<file path="config.mk">
export PLATFORM = sky130hd
export DESIGN_NAME = run_ctrl_flat
export DESIGN_NICKNAME = d
export VERILOG_FILES = /design/src/rtl/run_ctrl_if.sv /design/src/rtl/run_ctrl.sv /design/src/flat_wrapper.sv
export SDC_FILE = /design/constraint.sdc
export NUM_CORES = 1
export LEC_CHECK = 0
export BUFFER_PORTS_ARGS = -buffer_cell sky130_fd_sc_hd__buf_2
export CAP_MARGIN = 5
export CORE_ASPECT_RATIO = 2
export CORE_MARGIN = 4
export CORE_UTILIZATION = 47
export CTS_CLUSTER_SIZE = 20
export DETAILED_ROUTE_END_ITERATION = 8
export GPL_TIMING_DRIVEN = 0
export PLACE_DENSITY = 0.73
export SYNTH_ARGS = -nofsm -noshare
export SYNTH_HDL_FRONTEND = slang
export SYNTH_SLANG_ARGS = --single-unit
</file>
<file path="constraint.sdc">
create_clock -name clk -period 2.5 [get_ports clk]
set_input_delay 0.5 -clock clk [delete_from_list [all_inputs] [get_ports clk]]
set_output_delay 0.5 -clock clk [all_outputs]
set_load 0.005 [all_outputs]
</file>
<file path="src/rtl/run_ctrl_if.sv">
// Host-side command and breakpoint-programming bundle for run_ctrl.
// The host (debug probe or testbench) is the master; run_ctrl is the slave.
interface run_ctrl_if #(
   parameter int NUM_BP = 2
);
   localparam int SEL_W = (NUM_BP > 1) ? $clog2(NUM_BP) : 1;

   logic             cmd_valid;
   logic             cmd_ready;
   logic [1:0]       cmd_op;
   logic             bp_we;
   logic [SEL_W-1:0] bp_sel;
   logic [31:0]      bp_addr;
   logic             bp_enable;

   modport master (
      output cmd_valid, cmd_op, bp_we, bp_sel, bp_addr, bp_enable,
      input  cmd_ready
   );

   modport slave (
      input  cmd_valid, cmd_op, bp_we, bp_sel, bp_addr, bp_enable,
      output cmd_ready
   );
endinterface

</file>
<file path="src/rtl/run_ctrl.sv">
// Run-control sequencer for the single-cycle RV32I core: start/halt/step, PC breakpoints,
// EBREAK halt and an optional instruction watchdog enabled by the RUN_CTRL_WDOG_EN macro.
module run_ctrl #(
   parameter int NUM_BP     = 2,
   parameter int CNT_W      = 32,
   parameter int WDOG_LIMIT = 80,
   parameter int AUTO_RUN   = 1
) (
   input  logic             clk,
   input  logic             reset,
   run_ctrl_if.slave        host,
   input  logic [31:0]      pc,
   input  logic [31:0]      inst,
   output logic             cpu_en,
   output logic             halted,
   output logic [2:0]       halt_cause,
   output logic [CNT_W-1:0] retired
);
   localparam int SEL_W = (NUM_BP > 1) ? $clog2(NUM_BP) : 1;

   typedef enum logic [1:0] {
      ST_RUN    = 2'd0,
      ST_HALTED = 2'd1,
      ST_STEP   = 2'd2
   } state_t;

   localparam state_t     RESET_STATE  = (AUTO_RUN != 0) ? ST_RUN : ST_HALTED;
   localparam logic [2:0] CAUSE_NONE   = 3'd0;
   localparam logic [2:0] CAUSE_CMD    = 3'd1;
   localparam logic [2:0] CAUSE_BP     = 3'd2;
   localparam logic [2:0] CAUSE_EBREAK = 3'd3;
   localparam logic [2:0] CAUSE_STEP   = 3'd4;
   localparam logic [2:0] CAUSE_WDOG   = 3'd5;
   localparam logic [1:0] OP_RUN       = 2'd0;
   localparam logic [1:0] OP_HALT      = 2'd1;
   localparam logic [1:0] OP_STEP      = 2'd2;
   localparam logic [1:0] OP_CLEAR     = 2'd3;
   localparam logic [31:0] EBREAK_INST = 32'h0010_0073;

   state_t           state_r, state_n;
   logic             skip_r, skip_n;
   logic [2:0]       cause_r, cause_n;
   logic             halted_r;
   logic [CNT_W-1:0] retired_r, retired_n;
   logic [31:2]      bp_addr_r [NUM_BP];
   logic             bp_en_r   [NUM_BP];

   logic       bp_hit_s, wdog_hit_s, cpu_en_s;
   logic [2:0] hit_cause_s;
   logic       cmd_ready_s, acc_s, clear_s, run_start_s;
   logic       bp_unused_s;

   // Breakpoints compare word addresses, so the byte-offset bits never matter.
   assign bp_unused_s = ^{host.bp_addr[1:0], pc[1:0]};

   assign cmd_ready_s = (state_r != ST_STEP);
   assign acc_s       = host.cmd_valid && cmd_ready_s;
   assign clear_s     = acc_s && (host.cmd_op == OP_CLEAR);
   assign run_start_s = acc_s && (host.cmd_op == OP_RUN) && (state_r == ST_HALTED);

`ifdef RUN_CTRL_WDOG_EN
   logic [31:0] wdog_r, wdog_n;

   // Watchdog next value: counts RUN retirements, restarted by CLEAR or a resume.
   always_comb begin
      if (clear_s || run_start_s) begin
         wdog_n = 32'd0;
      end else if (cpu_en_s && (state_r == ST_RUN) && (wdog_r != 32'hFFFF_FFFF)) begin
         wdog_n = wdog_r + 32'd1;
      end else begin
         wdog_n = wdog_r;
      end
   end

   // Watchdog register.
   always_ff @(posedge clk) begin
      if (reset) begin
         wdog_r <= 32'd0;
      end else begin
         wdog_r <= wdog_n;
      end
   end

   assign wdog_hit_s = (wdog_r == 32'(WDOG_LIMIT));
`else
   assign wdog_hit_s = 1'b0;
`endif

   // Any enabled breakpoint matching the current word address.
   always_comb begin
      bp_hit_s = 1'b0;
      for (int i = 0; i < NUM_BP; i++) begin
         bp_hit_s = bp_hit_s | (bp_en_r[i] & (bp_addr_r[i] == pc[31:2]));
      end
   end

   // Prioritised halt hit; only live in RUN and suppressed on the first resumed instruction.
   always_comb begin
      if ((state_r != ST_RUN) || skip_r) begin
         hit_cause_s = CAUSE_NONE;
      end else if (inst == EBREAK_INST) begin
         hit_cause_s = CAUSE_EBREAK;
      end else if (bp_hit_s) begin
         hit_cause_s = CAUSE_BP;
      end else if (wdog_hit_s) begin
         hit_cause_s = CAUSE_WDOG;
      end else begin
         hit_cause_s = CAUSE_NONE;
      end
   end

   // Same-cycle advance enable; a hit blocks the offending instruction.
   always_comb begin
      cpu_en_s = 1'b0;
      if (reset) begin
         cpu_en_s = 1'b0;
      end else begin
         case (state_r)
            ST_RUN:    cpu_en_s = (hit_cause_s == CAUSE_NONE);
            ST_STEP:   cpu_en_s = 1'b1;
            ST_HALTED: cpu_en_s = 1'b0;
            default:   cpu_en_s = 1'b0;
         endcase
      end
   end

   // Next state, cause, skip flag and retired counter.
   always_comb begin
      state_n = state_r;
      cause_n = clear_s ? CAUSE_NONE : cause_r;
      skip_n  = skip_r && !cpu_en_s;
      if (clear_s) begin
         retired_n = '0;
      end else if (cpu_en_s && (retired_r != {CNT_W{1'b1}})) begin
         retired_n = retired_r + CNT_W'(1);
      end else begin
         retired_n = retired_r;
      end
      case (state_r)
         ST_RUN: begin
            if (hit_cause_s != CAUSE_NONE) begin
               state_n = ST_HALTED;
               cause_n = hit_cause_s;
            end else if (acc_s && (host.cmd_op == OP_HALT)) begin
               state_n = ST_HALTED;
               cause_n = CAUSE_CMD;
            end else begin
               state_n = ST_RUN;
            end
         end
         ST_HALTED: begin
            if (run_start_s) begin
               state_n = ST_RUN;
               cause_n = CAUSE_NONE;
               skip_n  = 1'b1;
            end else if (acc_s && (host.cmd_op == OP_STEP)) begin
               state_n = ST_STEP;
               skip_n  = 1'b1;
            end else begin
               state_n = ST_HALTED;
            end
         end
         ST_STEP: begin
            state_n = ST_HALTED;
            cause_n = CAUSE_STEP;
         end
         default: begin
            state_n = ST_HALTED;
         end
      endcase
   end

   // Controller state and registered status outputs.
   always_ff @(posedge clk) begin
      if (reset) begin
         state_r   <= RESET_STATE;
         skip_r    <= 1'b0;
         cause_r   <= CAUSE_NONE;
         halted_r  <= (RESET_STATE == ST_HALTED);
         retired_r <= '0;
      end else begin
         state_r   <= state_n;
         skip_r    <= skip_n;
         cause_r   <= cause_n;
         halted_r  <= (state_n == ST_HALTED);
         retired_r <= retired_n;
      end
   end

   // Breakpoint registers; out-of-range selects match no entry and are dropped.
   always_ff @(posedge clk) begin
      if (reset) begin
         for (int i = 0; i < NUM_BP; i++) begin
            bp_addr_r[i] <= 30'd0;
            bp_en_r[i]   <= 1'b0;
         end
      end else begin
         for (int i = 0; i < NUM_BP; i++) begin
            if (host.bp_we && (host.bp_sel == SEL_W'(i))) begin
               bp_addr_r[i] <= host.bp_addr[31:2];
               bp_en_r[i]   <= host.bp_enable;
            end
         end
      end
   end

   assign host.cmd_ready = cmd_ready_s;
   assign cpu_en         = cpu_en_s;
   assign halted         = halted_r;
   assign halt_cause     = cause_r;
   assign retired        = retired_r;
endmodule

</file>
<file path="src/flat_wrapper.sv">
// flat-port wrapper written by rule: the top's interface ports become plain ports
module run_ctrl_flat 
#(
   parameter int NUM_BP     = 2,
   parameter int CNT_W      = 32,
   parameter int WDOG_LIMIT = 80,
   parameter int AUTO_RUN   = 1
)
  (clk, reset, pc, inst, cpu_en, halted, halt_cause, retired, host_cmd_valid, host_cmd_op, host_bp_we, host_bp_sel, host_bp_addr, host_bp_enable, host_cmd_ready);
  run_ctrl_if #(.NUM_BP(NUM_BP)) host_i ();
  input  logic clk;
  input  logic reset;
  input  logic [31:0] pc;
  input  logic [31:0] inst;
  output logic cpu_en;
  output logic halted;
  output logic [2:0] halt_cause;
  output logic [CNT_W-1:0] retired;
  input wire logic [$bits(host_i.cmd_valid)-1:0] host_cmd_valid;
  input wire logic [$bits(host_i.cmd_op)-1:0] host_cmd_op;
  input wire logic [$bits(host_i.bp_we)-1:0] host_bp_we;
  input wire logic [$bits(host_i.bp_sel)-1:0] host_bp_sel;
  input wire logic [$bits(host_i.bp_addr)-1:0] host_bp_addr;
  input wire logic [$bits(host_i.bp_enable)-1:0] host_bp_enable;
  output wire logic [$bits(host_i.cmd_ready)-1:0] host_cmd_ready;
  assign host_i.cmd_valid = host_cmd_valid;
  assign host_i.cmd_op = host_cmd_op;
  assign host_i.bp_we = host_bp_we;
  assign host_i.bp_sel = host_bp_sel;
  assign host_i.bp_addr = host_bp_addr;
  assign host_i.bp_enable = host_bp_enable;
  assign host_cmd_ready = host_i.cmd_ready;
  run_ctrl #(.NUM_BP(NUM_BP), .CNT_W(CNT_W), .WDOG_LIMIT(WDOG_LIMIT), .AUTO_RUN(AUTO_RUN)) u_core (.clk(clk), .reset(reset), .host(host_i), .pc(pc), .inst(inst), .cpu_en(cpu_en), .halted(halted), .halt_cause(halt_cause), .retired(retired));
endmodule
</file>
==> results of run 1 <==
## critical path, cell delays in order (launching register included)
cell                       delay [ns]
sky130_fd_sc_hd__edfxtp_1        0.39
sky130_fd_sc_hd__xnor2_1         0.23
sky130_fd_sc_hd__nand4_1         0.15
sky130_fd_sc_hd__nor4_2          0.32
sky130_fd_sc_hd__nand4_1         0.20
sky130_fd_sc_hd__a211oi_2        0.30
sky130_fd_sc_hd__buf_4           0.17
sky130_fd_sc_hd__buf_8           0.10
sky130_fd_sc_hd__buf_8           0.09
sky130_fd_sc_hd__nor2_4          0.03
sky130_fd_sc_hd__buf_2           0.14
## area by class of cell
class	count	area [um^2]	area share, %
plain buffers	25	171.4	2.611
clock buffers	9	225.2	3.430
clock inverters	7	106.4	1.620
inverters	7	26.28	0.4002
multi-input cells	327	2286	34.81
flip-flops and latches	101	2643	40.24
well taps	137	171.4	2.611
repair buffers	155	937.1	14.27
## path summary, 6_finish.rpt
check	endpoint	slack, ns	depth (start not counted)
max reg2reg	u_core.retired[11]	-0.07	12
min reg2reg	u_core.retired[24]	0.50	2
min	u_core.bp_addr_r[0][14]	0.46	2
max	cpu_en	-0.46	10
## Yosys cell counts (all sizes together)
master and n:
a31oi 1, xnor2 38, a21oi 34, nand2 19, or3 2, edfxtp 62
o31ai 28, and4 3, nand3 19, nor4b 1, nor2 11, and4b 2
nor4bb 1, a41oi 2, nand4 26, a21o 3, mux2i 2, or2 1
a211oi 1, and2 34, nor3 10, dfxtp 39, buf 11, or4 30
a41o 1, a211o 1, o21ai 6, nand2b 4, ha 1, nor4 16
nor2b 2, inv 7, and3 6, xor2 22, clkbuf 15
## state kept, by name, indices dropped and copies added, names as in the netlist
signal and flops:
u_core.bp_addr_r 60, u_core.retired 32, u_core.halt_cause 3, u_core.bp_en_r 2, u_core.state_r 2, u_core.halted 1, u_core.skip_r 1
## metal layers
layer	GRT usage, %	vias to the layer above
li1	-	2092
met1	21.16	2062
met2	44.02	170
met3	5.217	35
met4	10.72	2
met5	0	-
## stage by stage
step / utilization (%) / cells
4_1_cts: 60.37 / 756
6_report: 62.67 / 768
3_5_place_dp: 56.08 / 735
5_1_grt: 62.67 / 768
2_1_floorplan: - / 461
3_3_place_gp: 56.08 / 735
## logic make-up (layout without fill, tap and decap cells)
kind of cell,after synthesis,count (layout)
AND/OR/NAND/NOR,187,187
flip-flops,101,101
AO/OA/AOI/OAI,77,77
XOR/XNOR,60,60
buffers and inverters,33,203
multiplexers,2,2
adder cells (fa/ha/maj),1,1
## where the power goes
group          switching (mW)  internal, mW
logic                   0.220         0.193
clock network           0.629         0.893
registers              0.0454          1.87
total                   0.895          2.96
## cell usage in the layout, fill, tap and decap left out, drive strengths merged, types with 3 or more instances in the layout
| master | instances |
|---|---|
| buf | 163 |
| edfxtp | 62 |
| dfxtp | 39 |
| xnor2 | 38 |
| and2 | 34 |
| a21oi | 34 |
| or4 | 30 |
| o31ai | 28 |
| nand4 | 26 |
| clkbuf | 26 |
| xor2 | 22 |
| nand2 | 19 |
| nand3 | 19 |
| nor4 | 16 |
| nor2 | 11 |
| nor3 | 10 |
| inv | 9 |
| and3 | 6 |
| o21ai | 6 |
| nand2b | 4 |
| a21o | 3 |
| and4 | 3 |
## repair_timing
item / in CTS / in global routing
gates cloned: 0 / 3
pin swaps: 11 / 11
buffers inserted: 5 / 8
resized for setup: 17 / 13
endpoints found under the setup margin: 25 / 37
==> summary by stage, run 1 <==
Status
The flow ran to the end, but the final reports show violations. The checks that failed: negative setup slack.

Detailed routing
Dividing the detail-routed via count by the number of cells gives 5.678. The pre-antenna-repair detailed-routing pass consisted of 6 iterations. After the first detailed-routing iteration, the DRC count stood at around 270.

The routed layout has ~4400 vias. In the final routing, the length of wire on met1 measures 4.923 mm. After detailed routing, no signal wire sits above met5. After detailed routing, the met2 layer carries ~8.4 mm of wire. The number of nets still failing antenna checks after routing is 0. The final layout contains routed wiring with a total length of approximately 15 mm. In the final routed layout, each cell accounts on average for around 19 um. The post-detailed-route DRC marker count is 0. After detailed routing, the met3 layer carries around 800 um of wire.

Placed design
The total cell area at the placement stage is a little under 0.006 mm^2. The half-perimeter wire length after placement is roughly 11 mm. The placer's final routability congestion estimate is between 0.9 and 1. The count of input and output buffers is 137. The pre-CTS setup slack is -0.7537 ns.

Logic synthesis
For this run, the register share of the synthesized area comes to 52.66%. The top cell type's share of synthesized area is between 30 and 40%. In the synthesized netlist, the number of instances is 461. Synthesis instantiated 43 different standard cells from the library. The dominant combinational cell family by area after synthesis is simple AND/OR/NAND/NOR gates.

The post-synth net total is ~570. The adder-cell share of the synthesized area is less than 1%. The synthesized netlist occupies a cell area of 0.005019 mm^2. The proportion of synthesized area in mux cells is 0.3989%. The leading area contributor after synthesis is sky130_fd_sc_hd__edfxtp_1.

The share of the synthesized netlist area taken by xor and xnor gates is 10.47%. In this run the mean area of a mapped cell was 10.89 um^2. The synthesized-area fraction occupied by ao, oa, aoi and oai cells is 9.873%. During synthesis, Yosys emitted a total of 0 warnings. Counting flops and latches in the post-synthesis netlist gives roughly 100. The simple logic cell fraction of the synthesized area is 22.91%. Sorting the synthesized cells by area gives the leading types as sky130_fd_sc_hd__edfxtp_1 (37%), sky130_fd_sc_hd__dfxtp_1 (16%), sky130_fd_sc_hd__xnor2_1 (6.6%), sky130_fd_sc_hd__or4_1 (4.5%), sky130_fd_sc_hd__and2_1 (4.2%).

Timing
Of the available clock period, the critical path in the final layout requires 118.5%. The smallest clock period supported by the final layout is computed as between 2 and 3 ns. The total negative slack is -0.8787 ns. After layout, the worst setup slack is -0.4637 ns. The clock tree skew after final layout is roughly 0.011 ns. The transition time at the pin with the least slew margin is 0.6966 ns. The number of pins exceeding their max-slew limit in the final report is 0.

Setup violations remaining at the end of the flow were counted as 20. The maximum clock frequency is around 340 MHz. The hold violation count in the final report came to 0.

Setup repair after global routing could not meet its margin everywhere. The worst slack on hold paths is around 0.46 ns. Measured against its own limit, the worst slew margin works out to 53.56%.

Cells and area
The net count of the finished layout is between 700 and 800. The number of fill cells in the layout is between 800 and 900. With fillers left out, the area of the finished cells amounts to 0.006566 mm^2. The area growth from synthesis to layout is 30.84%. The share of final-layout standard cells stronger than drive strength 1 is roughly 32%. 0 antenna diodes ended up in the layout.

Floorplan
The width of the die is between 80 and 90 um. The full die area is ~0.012 mm^2. The initial standard-cell utilization of the core is 47.90%. In this run the vertical extent of the chip is 154.1 um.

The top-level port count is ~140. The core region is roughly 0.010 mm^2. The number of rows created at floorplan is between 50 and 60.

Clocking
The number of levels the H-tree was split into is 3. The clock reaches the later pin of the worst-skew pair after 0.34 ns. After clock tree synthesis, the flow added hold-fix buffers numbering 0.

The tree is rooted in a sky130_fd_sc_hd__clkbuf_16. No sink is reached through more buffers than the 2 on the longest clock path. TritonCTS built the clock tree.

Clock-pin slew was measured on the worst setup and hold paths at 0.07 ns. The clock sink total is ~100. TritonCTS created 9 clock buffers.

Global route
Entering global routing, the biggest net connects 32 pins. The number of antenna violations at the first check in global routing is 1. The global-route wire length before repair is between 20 and 25 mm. The via count of the first global-routing pass was between 4000 and 5000. The total routing usage reported by global routing is between 20% and 30%. After global routing the overflow that remains totals 0.

Worst hold path
The worst hold path startpoint is host_bp_addr[16]. The classification of the worst-slack hold path is input port to flip-flop.

Worst setup path
The peak fanout along the critical path is 2. The worst setup path is of the flip-flop to primary output kind. STA classifies the critical path endpoint as a primary output. The launch instance of the worst register-to-register path is u_core.bp_addr_r[0][41]. The endpoint required time on the critical path is around 2.0 ns. Tracing the worst setup path back leads to its startpoint at u_core.bp_addr_r[0][41]. The critical path arrival is roughly 2.5 ns. The worst setup path is launched from a flip-flop.

Power
Power spread over the standard cell area amounts to 586.9 mW/mm^2. The worst-case IR drop observed on VDD is approximately 0.4 mV. After layout, the design draws a total of ~3.9 mW. The static leakage is 2.534 nW.

Job
The count of max-cap constraint violations is 0.
No activity file was read; power rests on OpenSTA's default activity.
==> run 2, diff against run 1 <==
Settings changed: PLACE_DENSITY 0.73 to 0.81.
==> run 2 against run 1 <==
Effect of this change:
- the run still ends with negative setup slack left
- non-clock buffer count is 2 higher
- fmax is 0.50% lower
- via count is 3.6% higher
- largest cell class unchanged
- worst setup slack worse by 0.015 ns
- highest routed layer is now met4
- cell area is 0.95% higher
- critical endpoint unchanged
- first-iteration DRC count is 8.1% higher
- critical path depth stayed put
==> summary by stage, run 2 (synthesis gave the netlist of run 1 again) <==
Status
The run finished, with violations left. The final reports fail on negative setup slack.

Timing
The transition time at the pin with the least slew margin is between 0.6 and 0.7 ns. Across all hold checks on the routed design, the worst slack comes to 0.4557 ns. Measured against its own limit, the worst slew margin works out to a little under three fifths. The number of pins exceeding their max-slew limit in the final report is 0.

The clock tree skew after final layout is between 0.009 and 0.01 ns. Subtracting the final worst setup slack from the clock period gives a little under 3 ns. The hold violation count in the final report is 0.

Setup repair after global routing could not meet its margin everywhere. The total negative slack is -3.170 ns. The final critical-path setup slack is -0.4787 ns.

Setup violations remaining at the end of the flow were counted as 31. For this run, the top clock speed supported by timing is between 300 and 400 MHz. The share of the clock period used by the worst path after layout is 119.1%.

Global route
The largest net degree at the start of global routing is 32. After global routing the overflow that remains totals 0. The via count of the first global-routing pass is between 4000 and 5000. The number of antenna violations at the first check in global routing is 1.

Global routing consumed, over all layers together, a little under a quarter of the routing resources. The global-route wire length before repair is approximately 22 mm.

Worst setup path
In this design, the largest share of critical-path delay is due to simple AND/OR/NAND/NOR gates. The largest individual stage delay along the critical path comes from the cell sky130_fd_sc_hd__edfxtp_1. The nature of the critical path endpoint is a primary output. The cell type with the highest occurrence count on the critical path is sky130_fd_sc_hd__buf_8. Traced cell by cell, the critical path runs through xnor2_2 > nand4_1 > nor4_2 > a41oi_2 > a211oi_2 > buf_4 > buf_8 > buf_8 > nor2_2 > buf_2. The worst path buffer plus inverter count is 4. The delay contributed by the slowest stage of the critical path is 0.42 ns.

The worst setup path is of the flip-flop to primary output kind. Setup slack on the worst reg-to-reg path comes out at -0.12 ns. The critical path arrival is between 2 and 2.5 ns.

Along the worst path, the maximum fanout reaches 2. The critical path startpoint category is a flip-flop. The endpoint required time on the critical path is roughly 2.0 ns.

Cells and area
The number of cells in the finished layout apart from fillers is just under 800. The most flop-heavy register is u_core.bp_addr_r. Cells fill between 60 and 70% of the core in the end. The synthesis-to-finish area growth is 32.09%. In the final design database the tool counted 733 nets.

After routing the design area is around 0.0066 mm^2. The library cell used most frequently in the layout, excluding fill and tap cells, is sky130_fd_sc_hd__buf_2. The share of final-layout standard cells stronger than drive strength 1 is 33.18%. The number of flip-flops under the largest register name is 60.

In the layout the commonest cells are sky130_fd_sc_hd__buf_2 (139), sky130_fd_sc_hd__edfxtp_1 (62), sky130_fd_sc_hd__dfxtp_1 (39).

Clocking
The register clock-pin slew on the reported worst setup and hold paths is roughly 0.07 ns. The number of hold buffers added after CTS was 0. The maximum count of clock buffers along a single path is 2.

The number of levels the H-tree was split into is 3. The clock tree from TritonCTS is built. The clock latency on the worst-skew pair is approximately 0.34 ns.

The clock sink total is 101. The number of buffers inserted during clock tree synthesis is 9. The cell sitting at the root of the clock tree is a sky130_fd_sc_hd__clkbuf_16.

Detailed routing
In the routed design, unresolved DRC markers number 0. The detail-routed net length per standard cell is about 20 um. The number of nets still failing antenna checks after routing is 0. The first-pass iteration count of the detailed router is 5. The starting DRC count in detailed routing is 294.

The number of vias after detailed routing is between 4000 and 5000. After detailed routing, the number of vias per cell comes to about 5.9. Summed over all layers, the routed wires come to roughly 15 mm.

Floorplan
The width of the die is approximately 81 um. After floorplanning, the core was divided into 53 placement rows. The core region is about 0.010 mm^2. The initial standard-cell utilization of the core is 47.90%. The top-level port count is 142.

The full die area is 0.01250 mm^2. The die extent in y is 154.1 um.

Placed design
After detailed placement, the design holds a cell count of about 740. The half-perimeter wire length after placement is around 11 mm. The pre-CTS setup slack is -0.8415 ns. The total cell area at the placement stage is between 0.005 and 0.006 mm^2.

The count of input and output buffers is around 140. At the end of routability-driven placement, the weighted congestion stood at 0.9391.

Power
The switching power of the nets is approximately 0.89 mW. The total internal power is about 2.9 mW. The power density over cell area is 565.0 mW/mm^2. Per report_power, the clock group accounts for a little under two fifths of the total.

Total power for the finished layout comes to 3.745 mW. The sequential share of power is between 50% and 60%. Of the total power, the share spent switching nets is a little under a quarter. Of the total power, combinational logic draws between 10% and 20%. The maximum vdd drop is just over 0.3 mV. The static leakage is around 2.6 nW.

Job
The tool flagged a number of max-cap violations equal to 0.

Worst hold path
The classification of the worst-slack hold path is input port to flip-flop.
==> run 2: area by class of cell <==
type	count	area [um^2]
repair buffers	156	984.7
plain buffers	26	182.7
flip-flops and latches	101	2643
inverters	7	26.28
clock buffers	10	229.0
clock inverters	6	68.82
fillers	829	3849
well taps	137	171.4
diodes	2	5.005
multi-input cells	327	2318
==> run 2: worst paths after layout <==
kind / start / endpoint / cells past startpoint
max: u_core.bp_addr_r[0][29] / cpu_en / 10
min: host_bp_addr[24] / u_core.bp_addr_r[0][52] / 2
max reg2reg: u_core.bp_addr_r[0][29] / u_core.retired[10] / 13
min reg2reg: u_core.retired[24] / u_core.retired[24] / 2
==> run 2: metal layers <==
layer	global-route usage, %	part of all wire, %
met5	0	0
met3	4.924	6.9
met2	43.08	55
met1	21.67	33
met4	15.31	5.3
==> run 2: timing repair <==
item,4_1_cts,5_1_grt
gates cloned,1,3
buffers inserted,5,8
setup endpoints to repair,32,38
pin swaps,8,13
resized for setup,15,28
==> run 2: power by group through the flow <==
stage,clock network (mW),registers [mW],logic (mW)
2_1_floorplan,0,1.95,0.210
3_3_place_gp,0,1.95,0.374
3_5_place_dp,0,1.96,0.384
4_1_cts,1.42,1.92,0.395
5_1_grt,1.49,1.93,0.453
6_report,1.40,1.92,0.422
